`config.mk`:
```
export PLATFORM = sky130hd
export DESIGN_NAME = adder_serial_addsub
export DESIGN_NICKNAME = d
export VERILOG_FILES = /design/src/rtl/adder_pkg.sv /design/src/rtl/adder_digit.sv /design/src/rtl/adder_serial_addsub.sv
export SDC_FILE = /design/constraint.sdc
export NUM_CORES = 1
export LEC_CHECK = 0
export ABC_AREA = 1
export CORE_MARGIN = 2
export CORE_UTILIZATION = 45
export DETAILED_ROUTE_END_ITERATION = 8
export DONT_BUFFER_PORTS = 1
export GPL_TIMING_DRIVEN = 0
export PLACE_DENSITY = 0.71
export RECOVER_POWER = 100
export SLEW_MARGIN = 20
export SYNTH_ARGS = -nofsm -noshare
export SYNTH_HDL_FRONTEND = slang
export SYNTH_SLANG_ARGS = --single-unit
```
`constraint.sdc`:
```
create_clock -name clk -period 5 [get_ports clk]
set_clock_uncertainty 0.15 [all_clocks]
set_input_delay 1 -clock clk [delete_from_list [all_inputs] [get_ports clk]]
set_output_delay 1 -clock clk [all_outputs]
set_load 0.01 [all_outputs]
```
`src/rtl/adder_pkg.sv`:
```
// Shared definitions for the digit-serial add/subtract unit:
// FSM encodings and a counter-width helper.
`timescale 1ns/1ps
package adder_pkg;

  localparam logic [1:0] IDLE = 2'd0;
  localparam logic [1:0] RUN  = 2'd1;
  localparam logic [1:0] DONE = 2'd2;

  // Digit counter width: clog2(n), never narrower than one bit
  function automatic int unsigned cnt_width(input int unsigned n);
    return (n < 2) ? 1 : $clog2(n);
  endfunction

endpackage

```
`src/rtl/adder_digit.sv`:
```
// DIGIT-bit combinational ripple adder built from full-adder equations.
// One instance is reused for every digit of the serial loop.
`timescale 1ns/1ps
module adder_digit #(
  parameter int DIGIT = 2
) (
  input  logic             Cin,
  input  logic [DIGIT-1:0] A,
  input  logic [DIGIT-1:0] B,
  output logic             Cout,
  output logic [DIGIT-1:0] S
);

  logic c;

  // Ripple the carry through each full-adder bit
  always_comb begin
    c = Cin;
    S = '0;
    for (int i = 0; i < DIGIT; i++) begin
      S[i] = A[i] ^ B[i] ^ c;
      c    = (A[i] & B[i]) | (c & (A[i] ^ B[i]));
    end
    Cout = c;
  end

endmodule

```
`src/rtl/adder_serial_addsub.sv`:
```
// Digit-serial add/subtract unit: WIDTH-bit operands, DIGIT bits per clock,
// start/busy/done handshake, carry/borrow chain and signed overflow.
`timescale 1ns/1ps
module adder_serial_addsub
  import adder_pkg::*;
#(
  parameter int WIDTH = 8,
  parameter int DIGIT = 2
) (
  input  logic             clk,
  input  logic             rst,
  input  logic             start,
  input  logic             Sub,
  input  logic             Cin,
  input  logic [WIDTH-1:0] A,
  input  logic [WIDTH-1:0] B,
  output logic             busy,
  output logic             done,
  output logic             Cout,
  output logic             V,
  output logic [WIDTH-1:0] S
);

  localparam int N  = WIDTH / DIGIT;
  localparam int CW = cnt_width(N);

  generate
    if (WIDTH < 2 || DIGIT < 1 || (WIDTH % DIGIT) != 0) begin : g_bad_params
      $error("adder_serial_addsub: WIDTH must be >= 2 and a multiple of DIGIT");
    end
  endgenerate

  logic [1:0]       state;
  logic [1:0]       state_nxt;
  logic [CW-1:0]    cnt;
  logic [WIDTH-1:0] a_r;
  logic [WIDTH-1:0] b_r;
  logic [WIDTH-1:0] s_sh;
  logic [WIDTH-1:0] s_full;
  logic             carry;
  logic [DIGIT-1:0] a_d;
  logic [DIGIT-1:0] b_d;
  logic [DIGIT-1:0] d_s;
  logic             d_c;
  logic             accept;
  logic             last;

  assign accept = start && (state == IDLE || state == DONE);
  assign last   = (cnt == CW'(N - 1));

  // Select the current digit and merge its sum into the shadow result
  always_comb begin
    a_d    = a_r[cnt*DIGIT +: DIGIT];
    b_d    = b_r[cnt*DIGIT +: DIGIT];
    s_full = s_sh;
    s_full[cnt*DIGIT +: DIGIT] = d_s;
  end

  adder_digit #(
    .DIGIT (DIGIT)
  ) u_digit (
    .Cin  (carry),
    .A    (a_d),
    .B    (b_d),
    .Cout (d_c),
    .S    (d_s)
  );

  // State register
  always_ff @(posedge clk) begin
    if (rst) state <= IDLE;
    else     state <= state_nxt;
  end

  // Next-state logic; DONE accepts a new start just like IDLE
  always_comb begin
    state_nxt = state;
    case (state)
      IDLE:    state_nxt = start ? RUN : IDLE;
      RUN:     state_nxt = last ? DONE : RUN;
      DONE:    state_nxt = start ? RUN : IDLE;
      default: state_nxt = IDLE;
    endcase
  end

  // Handshake outputs decoded from state
  always_comb begin
    busy = (state == RUN);
    done = (state == DONE);
  end

  // Operand latch, digit loop and result registers
  always_ff @(posedge clk) begin
    if (rst) begin
      a_r   <= '0;
      b_r   <= '0;
      s_sh  <= '0;
      carry <= 1'b0;
      cnt   <= '0;
      S     <= '0;
      Cout  <= 1'b0;
      V     <= 1'b0;
    end else if (accept) begin
      a_r   <= A;
      b_r   <= Sub ? ~B : B;
      carry <= Sub ? ~Cin : Cin;
      cnt   <= '0;
    end else if (state == RUN) begin
      s_sh  <= s_full;
      carry <= d_c;
      if (last) begin
        S    <= s_full;
        Cout <= d_c;
        V    <= (a_r[WIDTH-1] == b_r[WIDTH-1]) &&
                (s_full[WIDTH-1] != a_r[WIDTH-1]);
      end else begin
        cnt <= cnt + 1'b1;
      end
    end
  end

endmodule

```
==> results.py, run 1 <==
metrics = {
    "run_status": {
        "status": "complete, no violations",
    },
    "grt": {
        "grtUsageTotal": 0.174,
        "grt_overflow": 0,
        "grt_max_degree": 13,
        "grt_pass1_vias": 1523,
        "antenna_found_initial": 0,
        "grt_pass1_wl_um": 6710,
    },
    "power": {
        "peakVddDrop_mv": 0.133,
        "p_leak_nw": 0.937,
        "powerDensity_nw_per_um2": 327,
        "power_mw": 0.670,
    },
    "clock_tree": {
        "h-tree-depth": 2,
        "clk_latency_ps": 290,
        "cts_num_sinks": 39,
        "root_buffer": "clkbuf_8",
        "cts_made_buffers": 5,
        "tritoncts": "done",
        "cts_setup_buffers": 0,
        "post_cts_resized": 0,
        "hold_buffers": 0,
        "path_clk_slew_ps": 70,
        "cts.path.max_buffers": 2,
    },
    "setup_path": {
        "cp_max_fo": 12,
        "r2r-start": "cnt[0]",
        "crit_arrival_ps": 3200,
        "rr_worst_depth": 12,
        "endpoint_kind": "flip-flop",
        "worstSetupPathType": "reg -> reg",
        "start_kind": "flip-flop",
        "timing.rr.end": "V",
        "worstPathRequired_ps": 5090,
        "reg2reg_setup_slack_ps": 1900,
    },
    "floorplanning": {
        "fp.dieW_um": 69.3,
        "die_area_um2": 4800,
        "start_util": 0.472,
        "die_h_um": 69.3,
        "core.rowCount": 23,
        "core_um2": 4060,
        "boundaryPins": 33,
    },
    "finish": {
        "final_util": 0.505,
        "areaGrowthSynthToFinish_pct": 6.98,
        "mostFrequentLayoutCells": "44 x o21ai_0, 39 x dfxtp_1, 38 x inv_1, 33 x nor2_1, 20 x a21oi_1",
        "final_common_cell": "o21ai_0",
        "fillers": 412,
        "drive_above_1_share": 0.0775,
        "antenna_cells": 0,
        "nets": 287,
    },
    "timing": {
        "slew_viol_final": 0,
        "grt_setup_unrepaired": "false",
        "final.setup.tns_ps": 0,
        "hold_viol": 0,
        "fin_crit_sh": 0.621,
        "tightest_slew_ps": 552,
        "fin_crit_ps": 3100,
        "fmax_ghz": 0.322,
        "finalSetupViolCount": 0,
        "max-slew-margin-rel": 0.632,
        "whs_ps": 337,
    },
    "detailed_routing": {
        "drt-initial-drc-count": 83,
        "drc_errors": 0,
        "wirelength_um": 3840,
        "wire_per_inst_um": 12.5,
        "final_antenna_net_count": 0,
        "via_count": 1590,
        "firstDrtPassIters": 4,
        "via_per_inst": 5.16,
    },
    "synthesis": {
        "async_flop_share": 0,
        "synthFlopType": "dfxtp_1",
        "synth_enable_flop_cells": 0,
        "seq_area_frac_synth": 0.407,
        "synth_area_per_cell_um2": 7.64,
        "synth_area_um2": 1920,
        "synth_nets": 280,
        "ys_ff_latch": 39,
        "yosysUniqueCellTypes": 26,
        "synth_cells": 251,
        "yosys_warnings": 0,
    },
    "min_path": {
        "min-delay-start": "a_r[5]",
        "min_delay_worst_endpoint": "a_r[5]",
        "min_path_cells": 2,
        "hold_class": "reg -> reg",
    },
    "place": {
        "place_congestion": 0.801,
        "port-buffer-count": 0,
        "hpwl_um": 2850,
    },
    "run": {
        "cap_violations": 0,
    },
}
## where the power goes
group,total (mW),switching (mW),internal (mW)
Combinational,0.112,0.0697,0.0419
Sequential,0.342,0.0116,0.331
Clock,0.216,0.108,0.108
## synthesized netlist by cell type (all sizes together) (3+ instances only)
cell	instances	area, um2
a21oi	20	100
buf	11	75.1
dfxtp	39	781
ha	6	75.1
inv	40	150
nand2	17	73.8
nand3	8	40.0
nor2	34	135
o21a	6	45.0
o21ai	46	238
o21bai	3	22.5
o22ai	6	37.5
xnor2	8	70.1
## cells by family after synthesis
kind of cell             Yosys count  share of synthesized area
AO/OA/AOI/OAI                     82                      0.235
AND/OR/NAND/NOR                   61                      0.136
buffers and inverters             52                      0.120
flip-flops                        39                      0.407
XOR/XNOR                           9                     0.0411
adder cells (fa/ha/maj)            8                     0.0601
## per-layer routing
layer / up-vias / part of all wire / GRT usage
li1: 823 / - / -
met1: 733 / 0.46 / 0.207
met2: 28 / 0.48 / 0.296
met3: 6 / 0.042 / 0.0480
met4: 0 / 0.015 / 0.0654
met5: - / 0 / 0
## worst max path at each step
stage                     depth (start not counted)   start  endpoint  slack, ps
after floorplan                                  12  cnt[0]         V       2450
after global placement                           12  cnt[0]         V       2100
after detailed placement                         12  cnt[0]         V       2100
after CTS                                        12  cnt[0]         V       2060
after global routing                             12  cnt[0]         V       1620
final                                            12  cnt[0]         V       1900
## stage by stage
stage / instance area, um2 / worst slack [ps] / std cells
2_1_floorplan: 1920 / 2450 / 251
3_3_place_gp: 1980 / 2100 / 301
3_5_place_dp: 1980 / 2100 / 301
4_1_cts: 2070 / 2060 / 308
5_1_grt: 2050 / 1620 / 308
6_report: 2050 / 1900 / 308
## registers in the layout (all words and copies together), names as in the netlist
signal / cells
carry: 1
a_r: 8
state: 2
V: 1
s_sh: 8
cnt: 2
b_r: 8
S: 8
Cout: 1
## final cells by class
type | instances | area (um2) | area share
Buffer | 12 | 63.8 | 0.0311
Inverter | 40 | 150 | 0.0732
Tap cell | 50 | 62.6 | 0.0305
Multi-Input combinational cell | 160 | 906 | 0.442
Sequential cell | 39 | 781 | 0.381
Clock inverter | 1 | 5.00 | 0.00244
Clock buffer | 6 | 82.6 | 0.0403
## critical path: stages, from the launching register on
cell	delay, ps
dfxtp_1	470
inv_1	110
clkbuf_1	260
o21ai_0	240
o22ai_1	110
fa_1	410
fa_1	560
nand3_1	130
o21ai_0	360
nand2_1	90
nand3_1	80
nand2_1	50
inv_1	40
Note: power is estimated with default switching activity, not from simulation.
==> run 2, diff against run 1 <==
Clock period 5 ns to 3.1 ns, I/O delays scaled along.
==> run 2 against run 1 <==
Against the previous run: die area unchanged; clock power up 61%; global-route usage unchanged; sequential share of layout area about the same; design area up 0.24%; highest routed layer unchanged; non-clock buffer count unchanged; fmax up 11%.
==> results.py, run 2 (synthesis results as in run 1) <==
metrics = {
    "finish": {
        "nets": 287,
        "antenna_cells": 0,
        "fillers": 406,
        "final_common_cell": "o21ai_0",
        "areaGrowthSynthToFinish_pct": 7.25,
        "drive_above_1_share": 0.0930,
        "stdcell_count": 308,
        "mostFrequentLayoutCells": "39 x o21ai_0, 38 x dfxtp_1, 38 x inv_1, 33 x nor2_1, 20 x a21oi_1",
    },
    "setup_path": {
        "timing.rr.end": "V",
        "worst-path-stages": 13,
        "rr_worst_depth": 13,
        "cp_max_fo": 12,
        "critPathLaunch": "cnt[0]",
        "cp_slowest_cell": "fa_1",
        "critPathTopFamily": "adder cells",
        "crit_end": "V",
        "start_kind": "flip-flop",
        "worstSetupPathType": "reg -> reg",
        "cp_slowest_stage_delay_ps": 560,
        "endpoint_kind": "flip-flop",
        "crit_arrival_ps": 2850,
        "reg2reg_setup_slack_ps": 290,
        "cp_cell_sequence": "inv_1 -> buf_2 -> o21ai_0 -> o22ai_1 -> fa_1 -> fa_1 -> inv_1 -> nor2_1 -> nand3_1 -> nand3_1 -> nand3_1 -> nand2_1 -> inv_1",
        "r2r-start": "cnt[0]",
        "worstPathRequired_ps": 3150,
        "worst-path-buf-inv": 4,
    },
    "detailed_routing": {
        "final_antenna_net_count": 0,
        "via_per_inst": 5.24,
        "via_count": 1615,
        "wirelength_um": 3880,
        "drc_errors": 0,
        "firstDrtPassIters": 4,
        "drt-initial-drc-count": 75,
        "wire_per_inst_um": 12.6,
    },
    "power": {
        "p_seq_frac": 0.511,
        "p_leak_nw": 0.943,
        "swShare": 0.281,
        "powerDensity_nw_per_um2": 526,
        "p_int_mw": 0.777,
        "clockPowerShare": 0.320,
        "p_comb_frac": 0.169,
        "peakVddDrop_mv": 0.215,
        "p_switching_mw": 0.304,
    },
    "clock_tree": {
        "clk_latency_ps": 290,
        "path_clk_slew_ps": 70,
        "cts_setup_buffers": 0,
        "cts_made_buffers": 5,
        "tritoncts": "done",
        "root_buffer": "clkbuf_8",
        "cts.path.max_buffers": 2,
        "cts_num_sinks": 39,
        "h-tree-depth": 2,
    },
    "timing": {
        "max-slew-margin-rel": 0.620,
        "final.setup.tns_ps": 0,
        "finalSetupViolCount": 0,
        "fin_crit_sh": 0.906,
        "grt_setup_unrepaired": "false",
        "fin_crit_ps": 2810,
        "fmax_ghz": 0.356,
        "hold_viol": 0,
        "slew_viol_final": 0,
        "tightest_slew_ps": 569,
    },
    "run_status": {
        "status": "complete, no violations",
    },
    "grt": {
        "antenna_found_initial": 0,
        "grt_overflow": 0,
        "grtUsageTotal": 0.174,
        "grt_max_degree": 13,
        "grt_pass1_wl_um": 6710,
        "grt_pass1_vias": 1523,
    },
    "place": {
        "port-buffer-count": 0,
        "place_congestion": 0.801,
        "place_inst": 301,
        "hpwl_um": 2850,
    },
    "floorplanning": {
        "die_h_um": 69.3,
        "core_um2": 4060,
        "fp.dieW_um": 69.3,
        "core.rowCount": 23,
        "start_util": 0.472,
        "die_area_um2": 4800,
        "boundaryPins": 33,
    },
    "min_path": {
        "hold_class": "in -> reg",
    },
    "run": {
        "cap_violations": 0,
    },
}
## run 2: changes by cell type in the layout (fill, tap and decap cells not counted)
| cell | change |
|---|---|
| o21ai_0 | -5 |
| clkbuf_1 | -3 |
| dfxtp_2 | +1 |
| buf_2 | +2 |
| clkbuf_2 | +1 |
| o21ai_1 | +5 |
| dfxtp_1 | -1 |
## run 2: area by class of cell
type                    instances  area [um2]  share of cell area
flip-flops and latches         39         782               0.380
clock inverters                 1        5.00             0.00243
plain buffers                  12        67.6              0.0329
multi-input cells             160         906               0.441
well taps                      50        62.6              0.0304
clock buffers                   6        82.6              0.0402
inverters                      40         150              0.0730
## run 2: metrics by stage
step	worst slack, ps	instance area [um2]	util	hold WS, ps	power, mW
after global routing	79.0	2060	0.507	353	1.15
after CTS	161	2070	0.509	331	1.09
final	291	2060	0.507	333	1.08
after global placement	196	1980	0.488	321	0.742
after floorplan	549	1920	-	300	0.705
after detailed placement	196	1980	0.488	324	0.746
## run 2: worst min path at each step
stage | depth (start not counted) | slack, ps | from | endpoint
6_report | 2 | 330 | A[7] | a_r[7]
2_1_floorplan | 2 | 300 | a_r[2] | a_r[2]
5_1_grt | 2 | 350 | A[5] | a_r[5]
3_3_place_gp | 2 | 320 | a_r[6] | a_r[6]
4_1_cts | 2 | 330 | A[7] | a_r[7]
3_5_place_dp | 2 | 320 | a_r[5] | a_r[5]
## run 2: power groups by stage
stage	clock (mW)	combinational, mW	sequential (mW)
2_1_floorplan	0	0.147	0.558
3_3_place_gp	0	0.179	0.563
3_5_place_dp	0	0.183	0.563
4_1_cts	0.353	0.184	0.552
5_1_grt	0.382	0.211	0.556
6_report	0.347	0.183	0.552
## run 2: layer usage
layer / vias to the layer above / part of all wire / GRT usage
li1: 824 / - / -
met4: 0 / 0.015 / 0.0654
met2: 40 / 0.48 / 0.296
met1: 745 / 0.46 / 0.207
met3: 6 / 0.044 / 0.0480
met5: - / 0 / 0
## run 2: timing repair
item                                    CTS  global route
hold buffers                              0             0
endpoints found under the setup margin    0             5
resized for setup                         0             2
==> run 3, diff against run 2 <==
Settings changed: CELL_PAD_IN_SITES_DETAIL_PLACEMENT set to 1, CELL_PAD_IN_SITES_GLOBAL_PLACEMENT set to 1, CORE_UTILIZATION 45 to 40, PLACE_DENSITY 0.71 to 0.81.
==> run 3 against run 2 <==
Against the previous run: sequential cell count did not move; sequential share of layout area shrank 0.12 points; total power is 0.85% lower; combinational power rose by 2%; clock power decreased by 4%; largest cell class unchanged; critical path depth fell by 1; die area rose by 12%; fmax fell by 0.25%; core utilization shrank 6.4 points; global-route usage up 0.99 points; critical endpoint unchanged; register-to-register slack about the same.
==> results.py, run 3 (synthesis results as in run 1) <==
metrics = {
    "floorplanning": {
        "start_util": 0.411,
        "fp.dieW_um": 73.2,
        "boundaryPins": 33,
        "die_area_um2": 5360,
        "core.rowCount": 25,
        "die_h_um": 73.2,
        "core_um2": 4660,
    },
    "detailed_routing": {
        "wire_per_inst_um": 14.1,
        "final_antenna_net_count": 0,
        "drc_errors": 0,
        "via_per_inst": 5.17,
        "drt-initial-drc-count": 56,
        "via_count": 1619,
        "wirelength_um": 4400,
        "firstDrtPassIters": 4,
    },
    "grt": {
        "gr-max-usage-layer": "met2",
        "antenna_found_initial": 0,
        "use_met2": 0.320,
        "grt_util_met3": 0.0456,
        "grt_max_degree": 13,
        "grt_pass1_wl_um": 7580,
        "grt_overflow": 0,
        "grt_util_met1": 0.219,
        "grtUsageTotal": 0.184,
        "grt_pass1_vias": 1594,
    },
    "power": {
        "powerDensity_nw_per_um2": 520,
        "peakVddDrop_mv": 0.244,
        "p_leak_nw": 0.943,
    },
    "finish": {
        "nets": 287,
        "mostFrequentLayoutCells": "39 x o21ai_0, 38 x dfxtp_1, 38 x inv_1, 33 x nor2_1, 20 x a21oi_1",
        "drive_above_1_share": 0.0927,
        "final_util": 0.442,
        "antenna_cells": 0,
        "multiInputGateArea_um2": 906,
        "fillers": 610,
        "areaGrowthSynthToFinish_pct": 7.57,
        "final_common_cell": "o21ai_0",
        "seq_area_um2": 782,
    },
    "run_status": {
        "status": "complete, no violations",
    },
    "clock_tree": {
        "clk_latency_ps": 300,
        "root_buffer": "clkbuf_8",
        "cts.path.max_buffers": 2,
        "cts_made_buffers": 5,
        "cts_setup_buffers": 0,
        "tritoncts": "done",
        "path_clk_slew_ps": 80,
        "h-tree-depth": 2,
        "cts_num_sinks": 39,
        "hold_buffers": 0,
    },
    "timing": {
        "slew_viol_final": 0,
        "final.setup.tns_ps": 0,
        "grt_setup_unrepaired": "false",
        "fin_crit_ps": 2820,
        "fmax_ghz": 0.355,
        "whs_ps": 327,
        "fin_crit_sh": 0.908,
        "hold_viol": 0,
        "finalSetupViolCount": 0,
        "max-slew-margin-rel": 0.726,
        "tightest_slew_ps": 412,
    },
    "setup_path": {
        "start_kind": "flip-flop",
        "reg2reg_setup_slack_ps": 280,
        "timing.rr.end": "V",
        "crit_end": "V",
        "endpoint_kind": "flip-flop",
        "worstSetupPathType": "reg -> reg",
        "crit_arrival_ps": 2920,
        "r2r-start": "cnt[0]",
        "worstPathRequired_ps": 3200,
        "rr_worst_depth": 12,
        "critPathLaunch": "cnt[0]",
        "cp_max_fo": 12,
    },
    "place": {
        "hpwl_um": 3200,
        "place_congestion": 0.838,
        "port-buffer-count": 0,
    },
    "min_path": {
        "hold_class": "in -> reg",
    },
    "run": {
        "cap_violations": 0,
    },
}
[run 3: cell count changes in the layout (fill, tap and decap cells not counted)]
cell,delta
clkbuf_8,-1
buf_6,+1
clkbuf_1,+1
[run 3: metrics by stage]
stage,worst slack (ps),area (um2),power [mW],std cells
6_report,285,2060,1.07,313
5_1_grt,17.0,2060,1.14,313
4_1_cts,29.1,2070,1.09,313
3_5_place_dp,54.7,1980,0.754,305
3_3_place_gp,59.9,1980,0.747,305
2_1_floorplan,549,1920,0.705,251
[run 3: worst min path at each step]
stage           start     end  slack (ps)  depth (start not counted)
2_1_floorplan  a_r[2]  a_r[2]         300                          2
3_3_place_gp   a_r[3]  a_r[3]         310                          2
3_5_place_dp   a_r[3]  a_r[3]         320                          2
4_1_cts          A[7]  a_r[7]         320                          2
5_1_grt          A[5]  a_r[5]         340                          2
6_report         A[5]  a_r[5]         330                          2
[run 3: layout make-up]
| cell class | count | area share |
|---|---|---|
| Multi-Input combinational cell | 160 | 0.439 |
| Sequential cell | 39 | 0.379 |
| Inverter | 40 | 0.0728 |
| Clock buffer | 7 | 0.0370 |
| Buffer | 12 | 0.0364 |
| Tap cell | 54 | 0.0328 |
| Clock inverter | 1 | 0.00243 |
[run 3: per-layer routing]
metal	share of wire	vias up
met5	0	-
met4	0.013	0
met3	0.038	6
met2	0.50	30
met1	0.45	755
li1	-	828
[run 3: power by group]
group / internal [mW] / leakage, nW / switching (mW)
sequential: 0.534 / 0.321 / 0.0192
clock: 0.158 / 0.0422 / 0.175
combinational: 0.0701 / 0.580 / 0.117
total: 0.762 / 0.943 / 0.311
[run 3: what timing repair did]
item | in CTS | in global routing
gates resized for setup | 0 | 2
endpoints found under the setup margin | 0 | 5
endpoints found under the hold margin | 0 | 0
[run 3: worst max-delay path, stage by stage, from the launching register on]
cell and delay [ps]:
dfxtp_2 420, inv_1 90, buf_2 200, o21ai_0 150, o21ai_0 150, fa_1 400, fa_1 560, nand3_1 140
o21ai_1 250, nand2_1 80, nand3_1 90, nand2_1 50, inv_1 40
